## config.mk

```make
export PLATFORM = sky130hd
export DESIGN_NAME = sap_ctrl_seq
export DESIGN_NICKNAME = d
export VERILOG_FILES = /design/src/rtl/sap_ctrl_seq.sv
export SDC_FILE = /design/constraint.sdc
export NUM_CORES = 1
export LEC_CHECK = 0
export CORE_UTILIZATION = 42
export CTS_CLUSTER_SIZE = 28
export DETAILED_ROUTE_END_ITERATION = 8
export PLACE_DENSITY = 0.8
export REMOVE_ABC_BUFFERS = 1
export SYNTH_ARGS = -nofsm -noshare
export SYNTH_HDL_FRONTEND = slang
export SYNTH_SLANG_ARGS = --single-unit
```

## constraint.sdc

```tcl
create_clock -name clk -period 4.4 [get_ports clk]
set_input_delay 0.66 -clock clk [delete_from_list [all_inputs] [get_ports clk]]
set_output_delay 0.66 -clock clk [all_outputs]
set_load 0.005 [all_outputs]
```

## src/rtl/sap_ctrl_seq.sv

```systemverilog
// sap_ctrl_seq: instruction-cycle sequencer for the 16-bit SAP computer
// Ports: clk, rst (async active-low); run starts from IDLE; ir_in holds the
// current instruction (opcode [15:12]); flag_c/flag_z are ALU flags; mem_ready
// completes a memory access. Outputs are the datapath control strobes, halted,
// sticky bus_err on memory timeout, and the 3-bit state encoding.
module sap_ctrl_seq #(
  parameter int TIMEOUT = 15
) (
  input  logic        clk,
  input  logic        rst,
  input  logic        run,
  input  logic [15:0] ir_in,
  input  logic        flag_c,
  input  logic        flag_z,
  input  logic        mem_ready,
  output logic        pc_inc,
  output logic        pc_write,
  output logic        pc_oe,
  output logic        mar_load,
  output logic        mem_re,
  output logic        mem_we,
  output logic        mem_oe,
  output logic        ir_load,
  output logic        ir_oe,
  output logic        a_load,
  output logic        a_oe,
  output logic        b_load,
  output logic        alu_oe,
  output logic        alu_sub,
  output logic        flags_load,
  output logic        out_load,
  output logic        halted,
  output logic        bus_err,
  output logic [2:0]  state
);
  localparam logic [2:0] IDLE = 3'd0;
  localparam logic [2:0] F0   = 3'd1;
  localparam logic [2:0] F1   = 3'd2;
  localparam logic [2:0] DEC  = 3'd3;
  localparam logic [2:0] E0   = 3'd4;
  localparam logic [2:0] E1   = 3'd5;
  localparam logic [2:0] E2   = 3'd6;
  localparam logic [2:0] HALT = 3'd7;
  localparam int CW = $clog2(TIMEOUT + 1);
  logic [3:0]    op;
  logic [CW-1:0] cnt;
  logic [2:0]    nxt;
  logic          mem_st, tmo, ok, e0, e1, e2;
  logic          lda, add, sub, sta, ldi, jmp, jc, jz, outi, memop;
  logic          unused_ir;
  assign unused_ir = ^ir_in[11:0];
  assign e0     = state == E0;
  assign e1     = state == E1;
  assign e2     = state == E2;
  assign lda    = op == 4'd1;
  assign add    = op == 4'd2;
  assign sub    = op == 4'd3;
  assign sta    = op == 4'd4;
  assign ldi    = op == 4'd5;
  assign jmp    = op == 4'd6;
  assign jc     = op == 4'd7;
  assign jz     = op == 4'd8;
  assign outi   = op == 4'd14;
  assign memop  = lda | add | sub | sta;
  assign mem_st = state == F1 || e1;
  assign ok     = mem_st && mem_ready;
  // Abort on the cycle the wait count would reach TIMEOUT; a ready in that
  // same cycle still wins because tmo requires mem_ready low.
  assign tmo    = mem_st && !mem_ready && cnt == CW'(TIMEOUT - 1);
  always_comb begin
    nxt = state;
    case (state)
      IDLE:    nxt = run ? F0 : IDLE;
      F0:      nxt = F1;
      F1:      nxt = mem_ready ? DEC : tmo ? HALT : F1;
      DEC:     nxt = ir_in[15:12] == 4'd15 ? HALT : E0;
      E0:      nxt = memop ? E1 : F0;
      E1:      nxt = mem_ready ? ((add | sub) ? E2 : F0) : tmo ? HALT : E1;
      E2:      nxt = F0;
      default: nxt = HALT;
    endcase
  end
  always_ff @(posedge clk or negedge rst)
    if (!rst) begin
      state   <= IDLE;
      op      <= '0;
      cnt     <= '0;
      bus_err <= 1'b0;
    end else begin
      state <= nxt;
      if (state == DEC) op <= ir_in[15:12];
      cnt <= (mem_st && !mem_ready) ? cnt + 1'b1 : '0;
      if (tmo) bus_err <= 1'b1;
    end
  assign pc_oe      = state == F0;
  assign mar_load   = state == F0 || (e0 && memop);
  assign mem_re     = state == F1 || (e1 && !sta);
  assign mem_we     = e1 && sta;
  assign mem_oe     = ok && !(e1 && sta);
  assign ir_load    = state == F1 && mem_ready;
  assign pc_inc     = state == F1 && mem_ready;
  assign ir_oe      = e0 && (memop | ldi | jmp | jc | jz);
  assign a_load     = (e1 && lda && mem_ready) || (e0 && ldi) || e2;
  assign a_oe       = (e1 && sta) || (e0 && outi);
  assign b_load     = e1 && (add | sub) && mem_ready;
  assign alu_oe     = e2;
  assign alu_sub    = e2 && sub;
  assign flags_load = e2;
  assign pc_write   = e0 && (jmp || (jc && flag_c) || (jz && flag_z));
  assign out_load   = e0 && outi;
  assign halted     = state == HALT;
endmodule

```

==> results of run 1 <==
==> final cells by class <==
cell class | instances | area share (%)
Multi-Input combinational cell | 72 | 42.55
Inverter | 2 | 0.6383
Sequential cell | 12 | 25.53
Timing Repair Buffer | 30 | 25.53
Clock buffer | 4 | 3.085
Tap cell | 25 | 2.660
==> stage by stage <==
step	power, mW	hold WS (ps)
after detailed placement	0.5750	464.5
final	0.6600	481.7
after global routing	0.7131	525.5
after floorplan	0.4107	364.4
after global placement	0.5631	467.3
after CTS	0.6634	488.1
==> worst paths after layout <==
| path | from | to | slack (ps) | cells after the start |
|---|---|---|---|---|
| worst max-delay path | mem_ready | a_load | 1280 | 5 |
| worst min-delay path | bus_err | bus_err | 480 | 1 |
| worst max register to register | state[2] | state[2] | 2820 | 3 |
| worst min register to register | bus_err | bus_err | 480 | 1 |
| max in group asynchronous | rst | state[2] | 3290 | 1 |
| min in group asynchronous | rst | op[0] | 750 | 1 |
==> report_power, final <==
| group | total, mW | switching [mW] | internal, mW |
|---|---|---|---|
| clock | 0.0850 | 0.0349 | 0.0502 |
| sequential | 0.247 | 0.100 | 0.147 |
| combinational | 0.328 | 0.120 | 0.208 |
| total | 0.660 | 0.255 | 0.405 |
==> routing by layer <==
| metal | vias to the layer above | part of all wire, % | track usage [%] |
|---|---|---|---|
| met5 | - | 0 | 0 |
| met4 | 0 | 0.26 | 8.000 |
| met3 | 2 | 8.8 | 3.077 |
| met2 | 38 | 47 | 34.17 |
| met1 | 351 | 44 | 25.06 |
| li1 | 384 | - | - |
==> placed cells by master (no fill, tap or decap), types with 2 or more instances in the layout <==
master | Yosys | routed
nor3_1 | 2 | 2
clkbuf_4 | 0 | 3
xor2_1 | 2 | 2
clkdlybuf4s50_1 | 0 | 30
nor4bb_1 | 2 | 2
and2_1 | 3 | 3
nand2_1 | 5 | 5
a21oi_1 | 5 | 5
o211ai_1 | 2 | 2
o21bai_1 | 4 | 4
nand2b_1 | 3 | 3
and3b_1 | 3 | 3
dfrtp_1 | 12 | 12
nor2b_1 | 2 | 2
ha_1 | 2 | 2
nand3b_1 | 2 | 2
mux2_2 | 4 | 4
o21ai_0 | 2 | 2
nor2_1 | 11 | 11
inv_1 | 2 | 2
or2_1 | 2 | 2
==> critical path: cells and delay by family <==
kind | cells | cell delay (ps)
buffers and inverters | 2 | 1140
and+or+nand+nor | 1 | 360
AOI/OAI and AO/OA | 2 | 310
==> cell families (layout without fill, tap and decap cells) <==
logic type               Yosys count  after routing  synth area share, %
AND/OR/NAND/NOR                   46             46                34.12
buffers and inverters             10             36                5.883
AO/OA/AOI/OAI                     16             16                12.21
adder cells (fa/ha/maj)            2              2                2.941
flip-flops                        12             12                35.29
multiplexers                       5              5                6.470
XOR/XNOR                           3              3                3.089
==> sequential cells by signal, indices dropped and copies added, names as in the netlist <==
name and count:
op 4, bus_err 1, cnt 4, state 3
==> impl_metrics.toml, run 1 <==
[cts]
cts_hold_buffers = 0
cts_max_level = 1
clk_path_buf_depth = 2
cts-buffers-inserted = 3
clkTransAtPathRegs_ps = 80
insertion_delay_ps = 260
cts_resized = 0
cts_root_buf = "clkbuf_4"
clock-sinks = 12
cts_setup_buffers = 0
tritoncts = "built"

[floorplan]
io_pins = 43
dieWidth_um = 47.01
die-area_mm2 = 0.002210
core_area_mm2 = 0.001821
die_h_um = 47.01
initial_core_util_pct = 46.74
num_rows = 15

[layout]
multi_input_area_um2 = 500.5
final_cell_area_mm2 = 0.001176
layout.cells.non_filler = 145
fin_util_pct = 64.60
fill_cells = 176
area.sequential_um2 = 300.3
drive_above_1_share_pct = 8.333
syn2layout_area_growth_pct = 38.24
n_antenna_cell = 0
nNetsFinal = 145

[route]
routed_wl_um = 1946
vias = 775
ant_nets = 0
wl_per_cell_um = 13.42
drt_iter0_markers = 16
viasPerCell = 5.345
dr.pass1.iters = 5
route.detailed.drc = 0

[logic_synthesis]
synth_edf_count = 0
ys_ff_latch = 12
synth_ff_type = "dfrtp_1"
syn_area_um2 = 850.8
yosysSeqAreaShare_pct = 35.29
synthArstFlopShare_pct = 100.0
yosysUniqueCellTypes = 38
netlist_top_cells_area = "dfrtp_1 (35%), mux2_2 (5.3%), nor2_1 (4.9%)"
yosysWarnings = 0
synth.most_common_cell = "dfrtp_1"
synth_cells = 94
netlist_top_cells_count = "dfrtp_1 (12), nor2_1 (11), a21oi_1 (5), nand2_1 (5)"
synth_top_cell_area_share_pct = 35.29
synth_top_cell_by_area = "dfrtp_1"
postSynthAreaPerCell_um2 = 9.051

[worst_setup_path]
critical_path_arrival_ps = 2460
cp_data_required_time_ps = 3740
critPathLaunchType = "input port"
slowest_delay_ps = 620
path_cells = "clkdlybuf4s50_1 > nor4bb_1 > o211ai_1 > a21oi_1 > clkdlybuf4s50_1"
slowest_stage = "clkdlybuf4s50_1"
path_common_cell = "clkdlybuf4s50_1"
crit_path_end_kind = "primary output"
path_max_fanout = 8
setup.worst_path.class = "input port to primary output"

[global_routing]
grt_pass1_wl_um = 3070
grt_start_max_net_pins = 17
grt_usage_pct = 19.94
first_global_vias = 708
overflow = 0
antenna_found_initial = 0

[timing]
drv_slew = 0
setup_viol = 0
skew_ps = 3.170
tightest_slew_ps = 547.2
setup_ws_ps = 1276
hold_violations = 0
slew_headroom_pct = 63.40
fin_tns_setup_ps = 0
max_freq_ghz = 0.3201
timing.final.crit_share_pct = 71.00
finalWorstPathRequiredPeriod_ps = 3124
rsz0062_at_grt = "no"

[min_path]
hold_class = "flip-flop to flip-flop"

[placed_design]
dp_cells = 141
place_congestion = 0.7991
dp_slack_ps = 1299
portBuffers = 30
dp_hpwl_um = 1495
place_area_mm2 = 0.001140

[outcome]
outcome = "finished, final reports clean"

[power]
ir_drop_mv = 0.2813
p_leak_nw = 0.4741
powerDensity_mw_per_mm2 = 561.2

[run]
drv_cap = 0
(Power assumes the default switching activity.)
==> inputs of run 2 (changes only) <==
Settings changed: CORE_UTILIZATION 42 to 35, PLACE_DENSITY 0.8 to 0.7.
Clock period 4.4 ns to 2.6 ns, I/O delays scaled along.
==> run 2 against run 1 <==
Net effect:
- final cell count up 4.8%
- largest power group unchanged
- final area up 3.6%
- sequential share of layout area down 0.89 points
- worst setup slack worse by 1100 ps
- critical path depth down 1
- critical endpoint is now mar_load
- routed wire length down 0.41%
==> impl_metrics.toml, run 2 (same netlist as run 1, synthesis figures left out) <==
[global_routing]
first_global_vias = 703
grt_pass1_wl_um = 3187
grt_start_max_net_pins = 16
overflow = 0
antenna_found_initial = 0
grt_usage_pct = 16.57

[layout]
fill_cells = 226
final_common_cell = "clkdlybuf4s50_1"
syn2layout_area_growth_pct = 43.24
mostFrequentLayoutCells = "clkdlybuf4s50_1 (30), dfrtp_1 (12), nor2_1 (11)"
n_antenna_cell = 0
drive_above_1_share_pct = 11.29
nNetsFinal = 149
fin_util_pct = 54.05
top_regs = "cnt: 4 flops, op: 4 flops, state: 3 flops"

[power]
powerDensity_mw_per_mm2 = 951.8
p_seq_share_pct = 30.0
combinationalPowerShare_pct = 57.6
ir_drop_mv = 0.6619
swShare_pct = 37.77
clockPowerShare_pct = 12.3
p_sw_mw = 0.4382
p_leak_nw = 0.4987
p_int_mw = 0.7217

[cts]
cts_max_level = 1
cts-buffers-inserted = 3
clock-sinks = 12
cts_hold_buffers = 0
cts_setup_buffers = 0
insertion_delay_ps = 260
clkTransAtPathRegs_ps = 70
tritoncts = "built"
clk_path_buf_depth = 2
cts_root_buf = "clkbuf_4"

[route]
ant_nets = 0
routed_wl_um = 1938
wl_per_cell_um = 12.75
viasPerCell = 5.079
dr.pass1.iters = 4
drt_iter0_markers = 14
route.detailed.drc = 0
vias = 772

[worst_setup_path]
path_max_fanout = 4
slowest_stage = "clkdlybuf4s50_1"
cp_data_required_time_ps = 2210
critical_path_arrival_ps = 2070
r2r_slack_ps = 1220
reg2reg_from = "op[1]"
setup.worst_path.class = "flip-flop to primary output"
slowest_delay_ps = 490
path_cells = "or3b_1 > nor4b_4 > or2_1 > clkdlybuf4s50_1"
critPathLaunchType = "flip-flop"
worstSetupStartpoint = "state[1]"
crit_path_end_kind = "primary output"

[timing]
rsz0062_at_grt = "no"
setup_viol = 0
finalWorstPathRequiredPeriod_ps = 2457
drv_slew = 0
tightest_slew_ps = 550.3
timing.final.crit_share_pct = 94.51
slew_headroom_pct = 63.20
fin_tns_setup_ps = 0
skew_ps = 0.6835
hold_violations = 0
max_freq_ghz = 0.4069

[floorplan]
die-area_mm2 = 0.002632
die_h_um = 51.31
core_area_mm2 = 0.002255
dieWidth_um = 51.31
num_rows = 17
initial_core_util_pct = 37.74
io_pins = 43

[outcome]
outcome = "finished, final reports clean"

[placed_design]
dp_hpwl_um = 1487
portBuffers = 30
place_congestion = 0.8064

[min_path]
hold_class = "input port to asynchronous set/reset pin"

[run]
drv_cap = 0
-- run 2: worst paths after layout --
kind	to	cells past startpoint
setup / recovery	mar_load	4
max in group asynchronous	state[1]	1
hold / removal	cnt[1]	1
setup reg to reg	state[2]	3
hold reg to reg	bus_err	1
min in group clk	bus_err	1
-- run 2: area by class of cell --
type                       count  area [um2]  area share (%)
clock buffer                   4       36.28           2.977
inverter                       2       7.507          0.6160
multi-input combinational     72       509.2           41.79
sequential                    12       300.3           24.64
tap                           28       35.03           2.875
timing repair buffer          34       330.3           27.10
-- run 2: worst max-delay path: cells and delay by family, from the launching register on --
family                 cells  cell delay [ps]
flip-flops                 1              380
AND/OR/NAND/NOR            3              940
buffers and inverters      1              490
-- run 2: timing repair --
item	CTS	global route
endpoints found under the setup margin	0	1
endpoints found under the hold margin	0	0
resized for setup	0	1
-- run 2: through the flow --
step | power, mW | instances | worst slack [ps] | area (um2) | hold WS, ps
after global routing | 1.264 | 152 | 33.59 | 1219 | 509.1
after CTS | 1.157 | 152 | 62.02 | 1210 | 489.3
final | 1.160 | 152 | 142.6 | 1219 | 479.7
after global placement | 0.9980 | 148 | 205.9 | 1174 | 466.6
after floorplan | 0.6951 | 86 | 866.6 | 808.3 | 94.41
after detailed placement | 1.011 | 148 | 148.5 | 1174 | 473.9
-- run 2: power groups by stage --
stage / registers (mW) / logic (mW) / clock network, mW
after floorplan: 0.373 / 0.322 / 0
after global placement: 0.344 / 0.654 / 0
after detailed placement: 0.348 / 0.662 / 0
after CTS: 0.344 / 0.664 / 0.150
after global routing: 0.363 / 0.740 / 0.161
final: 0.348 / 0.669 / 0.143
-- run 2: routing by layer --
metal | vias up | GRT usage, % | share of wire [%]
li1 | 394 | - | -
met1 | 349 | 22.40 | 50
met2 | 27 | 26.75 | 45
met3 | 2 | 1.786 | 5.3
met4 | 0 | 6.757 | 0.31
met5 | - | 0 | 0
==> inputs of run 3 (changes only) <==
Settings changed: PLACE_DENSITY 0.7 to 0.79.
==> run 3 against run 2 <==
Net effect:
- via count grew 4.4%
- clock skew is 0.82 ps higher
- power fell by 0.81%
- combinational power barely moved
- maximum frequency is 0.55% lower
- clock power barely moved
- largest cell class unchanged
- highest routed layer unchanged
- critical endpoint unchanged
- routed wire length shrank 0.26%
- worst hold slack better by 3.2 ps
- sequential cell count stayed put
- global-route usage shrank 0.42 points
- core utilization decreased by 0.39 points
==> impl_metrics.toml, run 3 (same netlist as run 1, synthesis figures left out) <==
[timing]
setup_viol = 0
skew_ps = 1.504
drv_slew = 0
timing.final.crit_share_pct = 95.04
slew_headroom_pct = 62.30
rsz0062_at_grt = "no"
finalWorstPathRequiredPeriod_ps = 2471
hold_violations = 0
fin_tns_setup_ps = 0
max_freq_ghz = 0.4047
tightest_slew_ps = 563.7

[layout]
area.sequential_um2 = 300.3
syn2layout_area_growth_pct = 42.21
multi_input_area_um2 = 500.5
mostFrequentLayoutCells = "clkdlybuf4s50_1 (30), dfrtp_1 (12), nor2_1 (11)"
n_antenna_cell = 0
top_regs = "cnt: 4 flops, op: 4 flops, state: 3 flops"
layout.cells.non_filler = 152
final_common_cell = "clkdlybuf4s50_1"
drive_above_1_share_pct = 11.29
nNetsFinal = 149
fill_cells = 221

[worst_setup_path]
cpLargestDelayFamily = "simple AND/OR/NAND/NOR gates"
slowest_stage = "clkdlybuf4s50_1"
critPathLaunchType = "flip-flop"
path_cells = "or3b_1 > nor4b_2 > or2_1 > clkdlybuf4s50_1"
crit_buf_inv = 1
cp_data_required_time_ps = 2210
slowest_delay_ps = 490
path_max_fanout = 4
crit_path_end_kind = "primary output"
critical_path_arrival_ps = 2080
setup.worst_path.class = "flip-flop to primary output"

[floorplan]
dieWidth_um = 51.31
io_pins = 43
initial_core_util_pct = 37.74
core_area_mm2 = 0.002255
num_rows = 17
die-area_mm2 = 0.002632
die_h_um = 51.31

[cts]
cts-buffers-inserted = 3
clock-sinks = 12
tritoncts = "built"
clk_path_buf_depth = 2
cts_setup_buffers = 0
cts_root_buf = "clkbuf_4"
insertion_delay_ps = 260
cts_max_level = 1
cts_resized = 0
clkTransAtPathRegs_ps = 80
cts_hold_buffers = 0

[power]
ir_drop_mv = 0.4442
p_leak_nw = 0.4936
powerDensity_mw_per_mm2 = 950.9

[outcome]
outcome = "finished, final reports clean"

[placed_design]
place_congestion = 0.8515
portBuffers = 30
dp_cells = 148
dp_hpwl_um = 1499

[global_routing]
first_global_vias = 736
grt_pass1_wl_um = 3243
overflow = 0
grt_usage_pct = 16.16
antenna_found_initial = 0
grt_start_max_net_pins = 16

[route]
route.detailed.drc = 0
wl_per_cell_um = 12.72
viasPerCell = 5.303
drt_iter0_markers = 6
dr.pass1.iters = 4
routed_wl_um = 1933
vias = 806
ant_nets = 0

[run]
drv_cap = 0

[min_path]
hold_class = "input port to asynchronous set/reset pin"
==> run 3: changes by cell type in the layout (fill, tap and decap cells not counted) <==
cell	before	now
nor4b_2	0	1
nor4b_4	1	0
==> run 3: final cells by class <==
cell class | count | area share, %
clock buffers | 4 | 2.999
inverters | 2 | 0.6205
multi-input cells | 72 | 41.37
flip-flops and latches | 12 | 24.82
well taps | 28 | 2.896
repair buffers | 34 | 27.30
==> run 3: final timing paths <==
check,startpoint,endpoint,slack [ps],cells past startpoint
worst max-delay path,state[1],mar_load,130,4
worst min-delay path,rst,cnt[3],480,1
worst max register to register,state[1],state[2],1220,3
worst min register to register,cnt[0],cnt[0],480,1
max in group asynchronous,rst,op[1],1750,1
min in group clk,cnt[0],cnt[0],480,1
==> run 3: metal layers <==
metal	track usage, %	up-vias	part of all wire [%]
li1	-	395	-
met1	22.12	373	47
met2	26.32	36	47
met3	1.786	2	5.8
met4	5.405	0	0.31
met5	0	-	0
==> run 3: worst reg2reg max path, cell delays in order (launching register included) <==
cell     delay, ps
dfrtp_1        370
or3b_1         460
nor4b_2        350
a211o_1        150
==> run 3: through the flow <==
step / util (%) / worst slack (ps) / power [mW] / instance area (um2) / hold slack [ps]
2_1_floorplan: - / 866.6 / 0.6951 / 808.3 / 94.41
3_3_place_gp: 52.05 / 217.6 / 0.9904 / 1174 / 466.7
3_5_place_dp: 52.05 / 184.0 / 1.011 / 1174 / 461.3
4_1_cts: 53.66 / 100.8 / 1.156 / 1210 / 488.5
5_1_grt: 53.66 / 32.37 / 1.251 / 1210 / 504.3
6_report: 53.66 / 129.0 / 1.151 / 1210 / 482.9
==> run 3: power by group <==
| part | internal, mW | switching (mW) | leakage (nW) |
|---|---|---|---|
| clock | 0.0850 | 0.0605 | 0.0210 |
| sequential | 0.250 | 0.0900 | 0.152 |
| combinational | 0.383 | 0.283 | 0.320 |
| total | 0.717 | 0.433 | 0.494 |
